**src/rtl/m_am_lsu.sv**
```systemverilog
// ---------------------------------------------------------------------------
// m_am_lsu : RV32I load/store unit in front of a word-wide data memory.
//
// A CPU request is accepted in IDLE and walked through a small FSM:
//   loads         IDLE -> RD -> RESP
//   SW            IDLE -> WR -> RESP
//   SB / SH       IDLE -> RD -> WR -> RESP   (read-modify-write)
//   rejected      IDLE -> RESP               (w_err=1, no memory cycle)
//
// Optional feature macro: M_AM_LSU_MISALIGN_TRAP_EN
//   defined   : misaligned halfword/word accesses are rejected
//   undefined : the offending low address bits are forced to zero
//
// Ports
//   w_clk, w_rst_n        clock, asynchronous active-low reset
//   w_req, w_we           request strobe (sampled in IDLE), 1=store
//   w_funct3              RV32I width/sign code
//   w_adr, w_wd           byte address, right-aligned store data
//   w_ready               idle, can accept a request
//   w_done                one-cycle completion pulse
//   w_rdata, w_err        load data / rejection flag, valid with w_done
//   w_mem_adr/we/wd       word-aligned memory address, write enable, data
//   w_mem_rd              combinational memory read data
// ---------------------------------------------------------------------------
module m_am_lsu #(
   parameter int MEM_WORDS = 64
) (
   input  logic        w_clk,
   input  logic        w_rst_n,
   input  logic        w_req,
   input  logic        w_we,
   input  logic [2:0]  w_funct3,
   input  logic [31:0] w_adr,
   input  logic [31:0] w_wd,
   output logic        w_ready,
   output logic        w_done,
   output logic [31:0] w_rdata,
   output logic        w_err,
   output logic [31:0] w_mem_adr,
   output logic        w_mem_we,
   output logic [31:0] w_mem_wd,
   input  logic [31:0] w_mem_rd
);

   typedef enum logic [1:0] {S_IDLE, S_RD, S_WR, S_RESP} state_t;

   state_t      r_state;
   state_t      w_nxt;

   logic        r_we;
   logic [2:0]  r_f3;
   logic [31:0] r_adr;
   logic [31:0] r_wd;
   logic [31:0] r_buf;
   logic        r_err;

   logic        w_rej;
   logic [31:0] w_adr_al;
   logic        w_accept;
   logic [31:0] w_merge;
   logic [31:0] w_ld;
   logic [7:0]  w_byte;
   logic [15:0] w_half;

   assign w_accept = (r_state == S_IDLE) && w_req;

   // Request classification on the incoming (not yet latched) fields
   always_comb begin
      w_rej    = 1'b0;
      w_adr_al = w_adr;
      case (w_funct3)
         3'b011, 3'b110, 3'b111: w_rej = 1'b1;
         3'b100, 3'b101:         w_rej = w_we;   // no unsigned stores
         default:                ;
      endcase
      if (w_adr[31:2] >= 30'(MEM_WORDS)) w_rej = 1'b1;
`ifdef M_AM_LSU_MISALIGN_TRAP_EN
      if ((w_funct3[1:0] == 2'b01) && w_adr[0])             w_rej = 1'b1;
      if ((w_funct3[1:0] == 2'b10) && (w_adr[1:0] != 2'b00)) w_rej = 1'b1;
`else
      // Silently align: drop the low bits the access width cannot use
      if (w_funct3[1:0] == 2'b01) w_adr_al[0]   = 1'b0;
      if (w_funct3[1:0] == 2'b10) w_adr_al[1:0] = 2'b00;
`endif
   end

   // Request latch and read buffer
   always_ff @(posedge w_clk or negedge w_rst_n) begin
      if (!w_rst_n) begin
         r_we  <= 1'b0;
         r_f3  <= 3'b000;
         r_adr <= 32'h0;
         r_wd  <= 32'h0;
         r_err <= 1'b0;
         r_buf <= 32'h0;
      end else begin
         if (w_accept) begin
            r_we  <= w_we;
            r_f3  <= w_funct3;
            r_adr <= w_adr_al;
            r_wd  <= w_wd;
            r_err <= w_rej;
         end
         if (r_state == S_RD) r_buf <= w_mem_rd;
      end
   end

   // State register
   always_ff @(posedge w_clk or negedge w_rst_n) begin
      if (!w_rst_n) r_state <= S_IDLE;
      else          r_state <= w_nxt;
   end

   // Next-state logic
   always_comb begin
      w_nxt = r_state;
      case (r_state)
         S_IDLE: begin
            if (w_req) begin
               if (w_rej)                                w_nxt = S_RESP;
               else if (w_we && (w_funct3[1:0] == 2'b10)) w_nxt = S_WR;
               else                                      w_nxt = S_RD;
            end
         end
         S_RD:    w_nxt = r_we ? S_WR : S_RESP;
         S_WR:    w_nxt = S_RESP;
         S_RESP:  w_nxt = S_IDLE;
         default: w_nxt = S_IDLE;
      endcase
   end

   // Sub-word store merge into the buffered word (little-endian lanes)
   always_comb begin
      w_merge = r_wd;
      case (r_f3[1:0])
         2'b00: begin
            case (r_adr[1:0])
               2'd0:    w_merge = {r_buf[31:8],  r_wd[7:0]};
               2'd1:    w_merge = {r_buf[31:16], r_wd[7:0], r_buf[7:0]};
               2'd2:    w_merge = {r_buf[31:24], r_wd[7:0], r_buf[15:0]};
               default: w_merge = {r_wd[7:0],    r_buf[23:0]};
            endcase
         end
         2'b01:   w_merge = r_adr[1] ? {r_wd[15:0], r_buf[15:0]}
                                     : {r_buf[31:16], r_wd[15:0]};
         default: w_merge = r_wd;
      endcase
   end

   // Load lane select and extension
   always_comb begin
      case (r_adr[1:0])
         2'd0:    w_byte = r_buf[7:0];
         2'd1:    w_byte = r_buf[15:8];
         2'd2:    w_byte = r_buf[23:16];
         default: w_byte = r_buf[31:24];
      endcase
      w_half = r_adr[1] ? r_buf[31:16] : r_buf[15:0];
      case (r_f3)
         3'b000:  w_ld = {{24{w_byte[7]}}, w_byte};
         3'b100:  w_ld = {24'h0, w_byte};
         3'b001:  w_ld = {{16{w_half[15]}}, w_half};
         3'b101:  w_ld = {16'h0, w_half};
         default: w_ld = r_buf;
      endcase
   end

   // Output logic; memory bus is quiet outside RD/WR
   always_comb begin
      w_ready   = 1'b0;
      w_done    = 1'b0;
      w_err     = 1'b0;
      w_rdata   = 32'h0;
      w_mem_adr = 32'h0;
      w_mem_we  = 1'b0;
      w_mem_wd  = 32'h0;
      case (r_state)
         S_IDLE: w_ready = 1'b1;
         S_RD:   w_mem_adr = {r_adr[31:2], 2'b00};
         S_WR: begin
            w_mem_adr = {r_adr[31:2], 2'b00};
            w_mem_we  = 1'b1;
            w_mem_wd  = w_merge;
         end
         S_RESP: begin
            w_done  = 1'b1;
            w_err   = r_err;
            w_rdata = (r_err || r_we) ? 32'h0 : w_ld;
         end
         default: ;
      endcase
   end

endmodule
```
**config.mk**
```make
export PLATFORM = sky130hd
export DESIGN_NAME = m_am_lsu
export DESIGN_NICKNAME = d
export VERILOG_FILES = /design/src/rtl/m_am_lsu.sv
export SDC_FILE = /design/constraint.sdc
export NUM_CORES = 1
export LEC_CHECK = 0
export CAP_MARGIN = 20
export CORE_MARGIN = 5
export CORE_UTILIZATION = 41
export DETAILED_ROUTE_END_ITERATION = 8
export PLACE_DENSITY_LB_ADDON = 0.05
export SYNTH_ARGS = -nofsm -noshare
export SYNTH_HDL_FRONTEND = slang
export SYNTH_SLANG_ARGS = --single-unit
```
**constraint.sdc**
```tcl
create_clock -name w_clk -period 1.7 [get_ports w_clk]
set_input_delay 0.17 -clock w_clk [delete_from_list [all_inputs] [get_ports w_clk]]
set_output_delay 0.17 -clock w_clk [all_outputs]
set_load 0.01 [all_outputs]
```
=== Word level (Yosys, flattened, before mapping) ===
Index checks and enable logic that the tools add are counted.
Widths: inputs -> output; s select.

* Flip-flop bits (word level): 103
* Input port bits: 103
* Output and inout bits: 100
* Word-level logic and storage cells: 58

* Magnitude comparators: 1
* Equal/unequal tests: 17
* Muxes and demuxes: 23
* Reduce and logical (&&, ||, !) cells: 10

{| class="wikitable"
|+ Operators by type and width
! kind !! number
|-
| $mux 32 || 5
|-
| $pmux 32 s4 || 1
|-
| $pmux 32 s3 || 1
|-
| $pmux 32 s2 || 1
|-
| $ge 30x7->1 const B || 1
|-
| $pmux 8 s3 || 1
|-
| $eq 3x3->1 const B || 6
|-
| $mux 16 || 1
|-
| $eq 2x1->1 const B || 4
|-
| $eq 2x2->1 const B || 4
|-
| $mux 2 || 4
|-
| $pmux 2 s4 || 1
|-
| $mux 1 || 7
|-
| $logic_not 2->1 || 3
|-
| $reduce_or 2->1 || 2
|-
| $eq 3x1->1 const B || 1
|-
| $eq 3x2->1 const B || 1
|-
| $logic_not 3->1 || 1
|-
| $reduce_or 3->1 || 1
|-
| $logic_and 1x1->1 || 2
|-
| $ne 2x2->1 const B || 1
|-
| $pmux 1 s2 || 1
|-
| $logic_or 1x1->1 || 1
|}

=== Logic depth before layout (Yosys ltp) ===
Gate-level depths: netlist of run 1.

* Depth in word-level cells: 7
* Depth in mapped cells: 7
* Depth with buffers taken out: 6

=== Worst setup path before layout of run 1 ===
Ideal clock, no wire load.

* Path kind: reg-to-output
* Start: register r_state[0]
* End: output port w_rdata[7]
* Arrival: 1.754 ns
* Required time: 1.530 ns
* Slack: -0.224 ns
* Cell stages (with the launch flop): 5
* Path buffers: 1
* Cells stage by stage: dfrtp_1 > ha_1 > or3b_1 > buf_2 > a2111oi_0

* Cells in the longest elaborated chain, start to end: 2

{| class="wikitable"
|+ Ends and longest elaborated chain
! what !! line !! text
|-
| start: declaration || 47 || <nowiki>state_t r_state;</nowiki>
|-
| start signal: assignment || 111 || <nowiki>else r_state <= w_nxt;</nowiki>
|-
| $eq 2x2->1 || 177 || <nowiki>case (r_state)</nowiki>
|-
| $mux 32 || 177 ||
|-
| end: declaration || 37 || <nowiki>output logic [31:0] w_rdata,</nowiki>
|}

No other way between the ends.

=== Worst setup path after layout of run 1 ===
* Start: register r_adr[1]
* End: output port w_rdata[9]

* Cells in the longest elaborated chain, start to end: 5
* Elaborated cells on any way between the ends: 8
* Classes of those cells: 2 x eq/ne; 5 x mux; 1 x reduce/logical

{| class="wikitable"
|+ Ends and longest elaborated chain
! what !! line !! text
|-
| start: declaration || 52 || <nowiki>logic [31:0] r_adr;</nowiki>
|-
| start signal: assignment || 100 || <nowiki>r_adr <= w_adr_al;</nowiki>
|-
| $eq 2x2->1, or another cell as far along || 152 || <nowiki>case (r_adr[1:0])</nowiki>
|-
| $pmux 8 s3 || 152 ||
|-
| $pmux 32 s4 * || 159 || <nowiki>case (r_f3)</nowiki>
|-
| $mux 32 * || 188 || <nowiki>w_rdata = (r_err || r_we) ? 32'h0 : w_ld;</nowiki>
|-
| $mux 32 * || 177 ||
|}

Mark *: on every way between the ends. The rest lies on a longest branch, timed or not.

==> impl_metrics.toml, run 1 <==
[timing]
rsz0062_at_grt = "true"
setup_viol = 195
hold_violations = 0
hold-worst-slack_ns = 0.324
fin_skew_ns = 0.00554
slew_viol_final = 0
slew_headroom_pct = 65.9
finalCritPeriodShare_pct = 138
fmax_mhz = 427
worst_slew_pin_slew_ns = 0.512
setup_slack_ns = -0.640
min_period_ns = 2.34

[flow_run]
cap_violations = 0

[critical_path]
critPathMaxStageDelay_ns = 0.54
critPathArrivalTime_ns = 2.17
cp-start-kind = "register"
end_kind = "output port"
crit_chain = "mux4_2, buf_6, nor3b_4, buf_6, a211oi_2, nor3_2, buf_2"
worstPathRequired_ns = 1.53
ff2ff_path_depth = 11
cp_slowest_cell = "mux4_2"
crit_path_frequent_cell = "buf_6"
cp.buffers_inverters = 3
criticalPathCategory = "reg -> out"
cp_num_cells = 7
crit_family = "multiplexers"
path_max_fanout = 3

[cells_and_area]
nets = 981
antennaDiodeCount = 0
final_cell_mix = "101 x clkdlybuf4s50_1, 100 x dfrtp_1, 92 x buf_6"
fillerInstances = 844
layout.cells.most_common = "clkdlybuf4s50_1"
area_growth_pct = 87.7
fin_util_pct = 78.3
drive_gt1_share_pct = 59.7

[yosys]
synth_cell_types = 45
ys_seq_elements = 103
synth.avg_cell_area_um2 = 10.5
synth-warning-count = 0
yosysSeqAreaShare_pct = 44.5
syn_area_um2 = 5790
syn_inst = 552

[run_status]
status = "complete, but fails checks"
violations = "setup timing"

[floorplanning]
rows = 43
coreArea_um2 = 13900
start_util_pct = 41.7
io_pins = 203
die_x_um = 129
die-area_um2 = 16600
fp.dieH_um = 129

[clock_network]
clock_path_buffers = 2
cts_tree = "built"
htreeDepth = 3
root_buffer = "clkbuf_16"
insertion_delay_ns = 0.36
numCtsBuffers = 9
clk_pin_slew_ns = 0.07
clkSinkCount = 103

[global_routing]
grt_max_degree = 37
grt_pass1_wl_um = 35400
overflow = 0
antenna_found_initial = 0
globalRouteTotalUtil_pct = 27.9
first_global_vias = 6446

[detailed_routing]
via_per_inst = 5.70
ant_nets = 0
wl_per_cell_um = 23.5
route.detailed.drc = 0
first_pass_iters = 5
drt_iter0_markers = 359
vias = 6033
wl_um = 24900

[hold_path]
hold_path_class = "in -> async"

[place]
dp_hpwl_um = 14900
io_buffers = 200
gp_congestion = 0.871

[power_and_ir_drop]
power_density_nw_per_um2 = 2100
ir_drop_mv = 1.58
p_total_w = 0.0228
power_leakage_nw = 4.84
==> repair_timing <==
action	4_1_cts	5_1_grt
gates cloned	15	6
resized for setup	634	108
hold endpoints to repair	31	0
setup endpoints to repair	168	187
setup buffers	46	19
pin swaps	59	30
hold buffers	1	0
==> cells by family (layout without fill, tap and decap cells) <==
kind of cell	count (synthesis)	in the layout	synth area share, %
adder cells (fa/ha/maj)	4	4	0.864
other	1	2	0.0647
multiplexers	123	123	23.7
flip-flops	103	103	44.5
AO/OA/AOI/OAI	83	83	10.9
AND/OR/NAND/NOR	188	188	16.2
buffers and inverters	50	376	3.80
==> Yosys cell counts, drive strengths merged <==
cell type / count / share of area [%]
a2111oi: 1 / 0.15
a211o: 1 / 0.15
a211oi: 7 / 0.91
a21oi: 10 / 1.1
a221oi: 8 / 1.2
a22o: 1 / 0.15
a22oi: 8 / 1.0
a311oi: 8 / 1.2
a31oi: 1 / 0.11
a32o: 1 / 0.17
and2: 42 / 4.6
buf: 19 / 1.8
clkbuf: 23 / 1.5
clkinv: 1 / 0.065
conb: 1 / 0.065
dfrtp: 103 / 44
ha: 4 / 0.86
inv: 7 / 0.45
mux2: 105 / 20
mux2i: 17 / 2.9
mux4: 1 / 0.39
nand2: 57 / 3.7
nand2b: 2 / 0.22
nand3: 9 / 0.78
nand4: 1 / 0.11
nor2: 31 / 2.1
nor2b: 19 / 2.1
nor3: 19 / 1.6
nor3b: 1 / 0.22
nor4: 5 / 0.54
o211a: 7 / 1.2
o21ai: 13 / 1.3
o221ai: 8 / 1.2
o22ai: 8 / 0.86
o31ai: 1 / 0.13
or3b: 1 / 0.15
or4: 1 / 0.13
==> worst reg2reg max path: stages, from the launching register on <==
cell and delay (ns):
dfrtp_1 0.40, buf_6 0.12, buf_6 0.10, buf_6 0.11, inv_4 0.06, buf_6 0.09, ha_4 0.17, nand2_8 0.09
a211o_1 0.24, nor3_1 0.13, buf_4 0.16, a31oi_1 0.08
==> path summary, 6_finish.rpt <==
path | endpoint | slack (ns) | startpoint
setup / recovery | w_rdata[9] | -0.64 | r_adr[1]
hold / removal | r_buf[24] | 0.32 | w_rst_n
setup reg to reg | r_state[0] | -0.18 | r_state[0]
hold reg to reg | r_wd[18] | 0.51 | r_wd[18]
max in group asynchronous | r_wd[25] | 0.77 | w_rst_n
min in group w_clk | r_wd[8] | 0.42 | w_wd[8]
==> report_power, final <==
part           switching, W  internal [W]  total, W
logic               0.00643       0.00896    0.0154
clock network      0.000952       0.00123   0.00218
registers           0.00156       0.00371   0.00527
total               0.00894        0.0139    0.0228
==> registers in the layout, summed over array words and instances (netlist names) <==
| name | flops |
|---|---|
| r_adr | 32 |
| r_buf | 32 |
| r_err | 1 |
| r_f3 | 3 |
| r_state | 2 |
| r_wd | 32 |
| r_we | 1 |
==> metrics by stage <==
| stage | setup TNS, ns | instances | area (um^2) | setup slack [ns] |
|---|---|---|---|---|
| after floorplan | -1.29 | 553 | 5920 | -0.0824 |
| after global placement | -45.94 | 966 | 8590 | -0.726 |
| after detailed placement | -49.90 | 966 | 8590 | -0.836 |
| after CTS | -49.04 | 1041 | 10300 | -0.589 |
| after global routing | -66.85 | 1059 | 10900 | -0.686 |
| final | -54.89 | 1059 | 10900 | -0.640 |
==> layer usage <==
metal	track usage, %	routed length [um]	vias to the layer above	share of wire, %
li1	-	-	2623	-
met1	31.8	9250	3028	37
met2	47.8	12600	287	51
met3	8.18	1740	95	7.0
met4	13.5	1320	0	5.3
met5	0	0	-	0
==> cell type report <==
class	count	area (um^2)	share of cell area [%]
clock buffers	12	256	2.36
clock inverters	4	52.6	0.483
inverters	8	57.6	0.529
multi-input cells	400	3900	35.8
flip-flops and latches	103	2580	23.7
well taps	180	225	2.07
repair buffers	352	3800	35.0
No activity file was read; power rests on OpenSTA's default activity.
==> run 2: changes to the inputs <==
--- a/config.mk
+++ b/config.mk
@@ -7,7 +7,7 @@
 export LEC_CHECK = 0
 export CAP_MARGIN = 20
 export CORE_MARGIN = 5
-export CORE_UTILIZATION = 41
+export CORE_UTILIZATION = 38
 export DETAILED_ROUTE_END_ITERATION = 8
 export PLACE_DENSITY_LB_ADDON = 0.05
 export SYNTH_ARGS = -nofsm -noshare
==> run 2 against run 1 <==
The run still ends with setup timing left. Cell count increased by 1.6%. Cell area down 2.6%. Worst setup slack got worse by 0.058 ns. Clock power decreased by 5%. Critical path type unchanged.
==> impl_metrics.toml, run 2 (synthesis gave the netlist of run 1 again) <==
[run_status]
status = "complete, but fails checks"
violations = "setup timing"

[place]
dp_hpwl_um = 15600
place_area_um2 = 8690
pre_cts_slack_ns = -0.857
io_buffers = 200
gp_congestion = 0.902

[power_and_ir_drop]
power_leakage_nw = 4.67
ir_drop_mv = 1.24
power_density_nw_per_um2 = 2060
p_total_w = 0.0218

[floorplanning]
io_pins = 203
fp.dieH_um = 133
coreArea_um2 = 15100
rows = 45
die-area_um2 = 17800
start_util_pct = 38.4
die_x_um = 133

[global_routing]
grt_pass1_wl_um = 34600
globalRouteTotalUtil_pct = 24.8
grt_max_degree = 47
overflow = 0
first_global_vias = 6191
antenna_found_initial = 0

[cells_and_area]
reg_top3 = "r_adr x32, r_buf x32, r_wd x32"
design_area_um2 = 10600
drive_gt1_share_pct = 60.0
antennaDiodeCount = 0
area_growth_pct = 82.8
final_cell_mix = "105 x mux2_2, 103 x buf_6, 101 x clkdlybuf4s50_1"
fin_util_pct = 70.2
nets = 990
layout.cells.most_common = "mux2_2"

[clock_network]
htreeDepth = 3
root_buffer = "clkbuf_16"
cts_tree = "built"
clk_pin_slew_ns = 0.08
insertion_delay_ns = 0.37
clock_path_buffers = 2
numCtsBuffers = 9
clkSinkCount = 103

[critical_path]
cp_slowest_cell = "mux4_2"
crit_chain = "buf_6, mux4_2, buf_6, nor3b_4, buf_6, a211oi_2, nor3_2, buf_2"
ff2ff_setup_slack_ns = 0.06
crit_path_frequent_cell = "buf_6"
end_kind = "output port"
path_max_fanout = 4
critPathMaxStageDelay_ns = 0.51
cp.buffers_inverters = 4
critPathArrivalTime_ns = 2.23
criticalPathCategory = "reg -> out"
cp-start-kind = "register"
worstPathRequired_ns = 1.53
crit_family = "buffers and inverters"

[detailed_routing]
via_per_inst = 5.40
wl_um = 23100
first_pass_iters = 5
drt_iter0_markers = 341
ant_nets = 0
wl_per_cell_um = 21.5
vias = 5808
route.detailed.drc = 0

[hold_path]
hold_path_class = "in -> async"

[timing]
setup_slack_ns = -0.699
hold_violations = 0
rsz0062_at_grt = "true"
setup_viol = 95
finalCritPeriodShare_pct = 141
worst_slew_pin_slew_ns = 0.512
fin_skew_ns = 0.0156
slew_headroom_pct = 65.8
fmax_mhz = 417
slew_viol_final = 0
fin_tns_setup_ns = -39.97
min_period_ns = 2.40

[flow_run]
cap_violations = 0
## run 2: final timing paths
kind	end	cells after the start	startpoint
worst max-delay path	w_rdata[8]	8	r_adr[1]
worst min-delay path	r_adr[27]	2	w_rst_n
worst max register to register	r_state[0]	8	r_state[1]
worst min register to register	r_wd[30]	1	r_wd[30]
max in group asynchronous	r_buf[26]	3	w_rst_n
min in group w_clk	r_wd[12]	2	w_wd[12]
## run 2: stage by stage
stage	instances	hold WS, ns
floorplan	553	-0.126
global placement	986	0.174
detailed placement	986	0.176
CTS	1058	0.311
global route	1076	0.367
finish	1076	0.311
## run 2: cell type report
cell class | count | area [um^2]
Inverter | 8 | 50.0
Clock buffer | 9 | 225
Tap cell | 188 | 235
Fill cell | 1113 | 4500
Clock inverter | 7 | 66.3
Multi-Input combinational cell | 400 | 3820
Sequential cell | 103 | 2580
Timing Repair Buffer | 361 | 3610
## run 2: timing repair
item	CTS	global route
setup endpoints to repair	168	166
cloned	6	4
resized for setup	618	106
buffers inserted	51	30
hold buffers	1	0
endpoints found under the hold margin	34	0
pin swaps	46	39
## run 2: where the power goes
part | switching [W] | internal, W | leakage (nW)
combinational | 0.00615 | 0.00838 | 3.32
sequential | 0.00145 | 0.00371 | 1.21
clock | 0.00105 | 0.00103 | 0.141
## run 2: routing by layer
metal / global-route usage, % / part of all wire (%) / up-vias
met5: 0 / 0 / -
met4: 9.66 / 3.4 / 0
met3: 6.76 / 7.1 / 53
met2: 43.3 / 51 / 239
met1: 29.2 / 38 / 2867
li1: - / - / 2649
==> run 3: changes to the inputs <==
--- a/config.mk
+++ b/config.mk
@@ -10,6 +10,7 @@
 export CORE_UTILIZATION = 38
 export DETAILED_ROUTE_END_ITERATION = 8
 export PLACE_DENSITY_LB_ADDON = 0.05
+export SLEW_MARGIN = 20
 export SYNTH_ARGS = -nofsm -noshare
 export SYNTH_HDL_FRONTEND = slang
 export SYNTH_SLANG_ARGS = --single-unit
==> results of run 3 <==
Same layout as run 2: the final DEF is identical, and so are final timing and power.
==> edit 1, RTL diff (config.mk and constraints of run 2) <==
The option `M_AM_LSU_MISALIGN_TRAP_EN` is turned on by a define.
--- a/src/rtl/m_am_lsu.sv
+++ b/src/rtl/m_am_lsu.sv
@@ -22,6 +22,8 @@
 //   w_mem_adr/we/wd       word-aligned memory address, write enable, data
 //   w_mem_rd              combinational memory read data
 // ---------------------------------------------------------------------------
+`define M_AM_LSU_MISALIGN_TRAP_EN
+
 module m_am_lsu #(
    parameter int MEM_WORDS = 64
 ) (
Formal check against the unedited RTL: not equivalent (Yosys sat finds a counterexample within 4 cycles, from zero or initial values and one cycle with w_rst_n low).
==> edit 1 against run 2 <==
The run still ends with negative setup slack left. Synthesized cell count up 1.6%. Synthesized area increased by 0.91%. Non-clock buffer count grew 11. Critical endpoint is now w_rdata[18]. Routed wire length increased by 3.4%. Sequential cell count unchanged. Largest power group unchanged. Register-to-register slack worse by 250 ps. Total power is 1.6% higher. Critical path type unchanged. Design area is 0.76% lower. Setup slack lost 55 ps.
==> edit 1: results (changes against run 2) <==
| Quantity | This run | Change |
|---|---|---|
| Result of the run | finished with violations |  |
| Violations in the final reports | negative setup slack |  |
| Least setup slack across all paths after layout | -754 ps | -54.9 ps |
| Reported leakage power | 0.00477 µW | +1.9% |
| Fraction of the yosys area taken by sequential cells | 44.1% | -0.40 points |
| Non-clock buffering overhead | 35.3% | +1.2 points |
| Peak VDD IR | 0.00153 V | +23% |
| Count of placed standard cells in the final layout, fillers left out | 1094 | +1.7% |
| Average via count per standard cell | 5.51 | +2.0% |
| Met2 wire length | 12.3 mm | +3.4% |
| Family with the most delay on the worst path | simple AND/OR/NAND/NOR gates |  |
| Transition time of the tightest slew-check pin | 713 ps | +201 ps |
| Sequential portion of the cell area | 24.5% | +0.17 points |
| Number of instances in the placed design | 985 | -0.10% |
| Count of nets after finishing | 1008 | +1.8% |
| Adder-cell share of the synthesized area | 0.856% | -0.0078 points |
| Signal arrival time at the worst endpoint | 2280 ps | +50 ps |
| WL met3 | 1.98 mm | +21% |
| Final Setup Violations | 157 | +65% |
| Number of cells produced by synthesis | 561 | +1.6% |
| Vias in the first global route | 6245 | +0.87% |
| Multiplexer fraction of the synthesized cell area | 22.4% | -1.3 points |
| Multi-input comb cells | 399 | -0.25% |
| Sum of routed wire length over all layers | 23.9 mm | +3.4% |
| Wire length on met1 | 8.85 mm | +0.33% |
| Compound-cell area share of the yosys netlist | 14.3% | +3.4 points |
[edit 1: final timing paths]
path	endpoint
min in group w_clk	r_buf[13]
setup reg to reg	r_adr[19]
hold reg to reg	r_adr[3]
setup / recovery	w_rdata[18]
max in group asynchronous	r_buf[17]
hold / removal	r_buf[29]
[edit 1: power by group]
| part | internal [µW] | leakage [µW] | switching [µW] |
|---|---|---|---|
| Clock | 1050 | 0.000134 | 975 |
| Combinational | 8310 | 0.00341 | 6620 |
| Sequential | 3720 | 0.00122 | 1440 |
[edit 1: stage by stage]
stage	util (%)	instance area [µm²]
final	69.4	10500
after floorplan	-	5900
after global routing	69.4	10500
after global placement	57.0	8640
after detailed placement	57.0	8640
after CTS	64.8	9820
[edit 1: layer usage]
metal,global-route usage [%],vias to the layer above
met2,44.0,277
met4,8.94,0
met1,29.8,2977
li1,-,2709
met3,7.01,62
met5,0,-
==> edit 2, RTL diff (config.mk and constraints of run 2) <==
Made on the original files. The 4 states of `state_t` get a one-hot encoding in 4 bits.
--- a/src/rtl/m_am_lsu.sv
+++ b/src/rtl/m_am_lsu.sv
@@ -42,7 +42,7 @@
    input  logic [31:0] w_mem_rd
 );
 
-   typedef enum logic [1:0] {S_IDLE, S_RD, S_WR, S_RESP} state_t;
+   typedef enum logic [3:0] {S_IDLE = 4'b0001, S_RD = 4'b0010, S_WR = 4'b0100, S_RESP = 4'b1000} state_t;
 
    state_t      r_state;
    state_t      w_nxt;
Behaviour: same outputs for any inputs over 10 cycles, from zero or initial values and one cycle with w_rst_n low; not proved beyond that.
==> edit 2 against run 2 <==
The flow still finishes with violations (negative setup slack). First-iteration DRC count is 24% lower. Global-route usage is 0.12 points lower. Setup slack worse by 37 ps. Routed wire length is 3.0% higher. Sequential cell count is 2 higher. Synthesized area is 2.4% higher. Worst hold slack worse by 52 ps. Design area is 2.4% higher. Critical endpoint is now w_rdata[31]. Largest cell class unchanged.
Power is not compared: it rests on default switching activity, and its combinational part moved more than twofold at a synthesized area within 25%.
==> edit 2: results (changes against run 2) <==
| Quantity | This run | Change |
|---|---|---|
| Global placement routability congestion | 0.874 | -3.1% |
| Total placed instance area | 0.00897 mm² | +3.2% |
| Worst reg2reg setup slack | -290 ps | -350 ps |
| Final Setup Violations | 199 | +110% |
| Total Neg Setup Slack | -68680 ps | -28710 ps |
| Met2 wire length | 11.9 mm | +0.43% |
| Compound-cell area share of the yosys netlist | 16.7% | +5.9 points |
| Wire length on met1 | 9.06 mm | +2.7% |
| Count of nets after finishing | 1014 | +2.4% |
| Fraction of synthesized cell area in xor and xnor cells | 0.295% | +0.30 points |
| Number of distinct library cell variants in the gate-level netlist after synthesis | 52 | +16% |
| Peak fanout along the critical path | 5 | +1 |
| Routed length per instance | 21.1 µm | -1.7% |
| Multiplexer fraction of the synthesized cell area | 21.1% | -2.6 points |
| Post-Route Hold Slack | 259 ps | -51.8 ps |
| Half-perimeter wire length of the detailed placement result | 15.9 mm | +2.0% |
| Synth cell count leaders | sky130_fd_sc_hd__dfrtp_1, sky130_fd_sc_hd__mux2_2, sky130_fd_sc_hd__nand2_1 |  |
| Violations in the final reports | negative setup slack |  |
| Pre-CTS setup slack | -677 ps | +180 ps |
| 1st-iter DRT viols | 258 | -24% |
| WL met3 | 1.82 mm | +11% |
| Largest net degree at the start of global routing | 34 | -28% |
| Number of cells produced by synthesis | 559 | +1.3% |
| Synth top area cells | sky130_fd_sc_hd__dfrtp_1, sky130_fd_sc_hd__mux2_2, sky130_fd_sc_hd__and2_1 |  |
| Count of placed standard cells in the final layout, fillers left out | 1127 | +4.7% |
| Peak VDD IR | 0.000656 V |  |
| Number of instances in the placed design | 1028 | +4.3% |
| Wire length of the first global-routing pass | 34.9 mm | +0.86% |
| Worst R2R Start | r_state[0] |  |
| Reg2reg end | r_wd[1] |  |
| Share of layout cells above drive strength 1 | 57.2% | -2.8 points |
| Result of the run | finished with violations |  |
| Destination of the critical timing path | w_rdata[31] |  |
| Average via count per standard cell | 5.28 | -2.2% |
| Family with the most delay on the worst path | buffers and inverters |  |
| Signal arrival time at the worst endpoint | 2270 ps | +40 ps |
| Vias in the first global route | 6284 | +1.5% |
| Least setup slack across all paths after layout | -736 ps | -37.4 ps |
| Slowest stage delay, CP | 450 ps | -60 ps |
| Total global routing track utilization | 24.7% | -0.12 points |
| Crit-path slowest cell | sky130_fd_sc_hd__dfrtp_2 |  |
| Clock tree skew after final layout | 10.5 ps | -5.12 ps |
==> edit 2: cell types whose count changed in the layout (fill, tap and decap cells not counted), moves of 12 or more <==
cell	change
sky130_fd_sc_hd__buf_6	-36
sky130_fd_sc_hd__buf_4	+24
sky130_fd_sc_hd__buf_2	+29
sky130_fd_sc_hd__mux2i_1	-12
sky130_fd_sc_hd__mux2_2	-32
sky130_fd_sc_hd__mux2_4	+31
sky130_fd_sc_hd__a21o_1	+16
sky130_fd_sc_hd__and2_4	-29
sky130_fd_sc_hd__a21oi_2	+15
sky130_fd_sc_hd__and2_1	+20
==> edit 2: through the flow <==
step,total power [µW],utilization (%)
after floorplan,4320,-
after detailed placement,5370,58.8
after global placement,5300,58.8
after CTS,7940,65.6
after global routing,8760,71.1
final,8370,71.1
==> edit 2: logic make-up (layout without fill, tap and decap cells) <==
| group | after synthesis | in the layout |
|---|---|---|
| AO/OA/AOI/OAI | 136 | 136 |
| XOR/XNOR | 2 | 2 |
| buffers and inverters | 54 | 409 |
| flip-flops | 105 | 105 |
| multiplexers | 111 | 111 |
| other | 1 | 2 |
| AND/OR/NAND/NOR | 150 | 151 |
==> edit 2: final cells by class <==
class	count	area (µm²)
Fill cell	1155	4410
Multi-Input combinational cell	402	3910
Timing Repair Buffer	385	3720
Sequential cell	105	2630
Tap cell	211	264
Clock buffer	10	229
Clock inverter	6	50.0
Inverter	8	40.0
==> edit 2: metal layers <==
layer	global-route usage [%]	vias to the layer above
met5	0	-
met1	28.7	2906
met4	9.57	0
li1	-	2750
met2	43.4	236
met3	6.97	57
==> edit 2: timing repair <==
item / in CTS / in global routing
setup endpoints to repair: 145 / 193
hold buffers: 1 / 0
pin swaps: 14 / 45
setup buffers: 41 / 28
cloned: 14 / 6
endpoints found under the hold margin: 20 / 0
resized for setup: 475 / 196
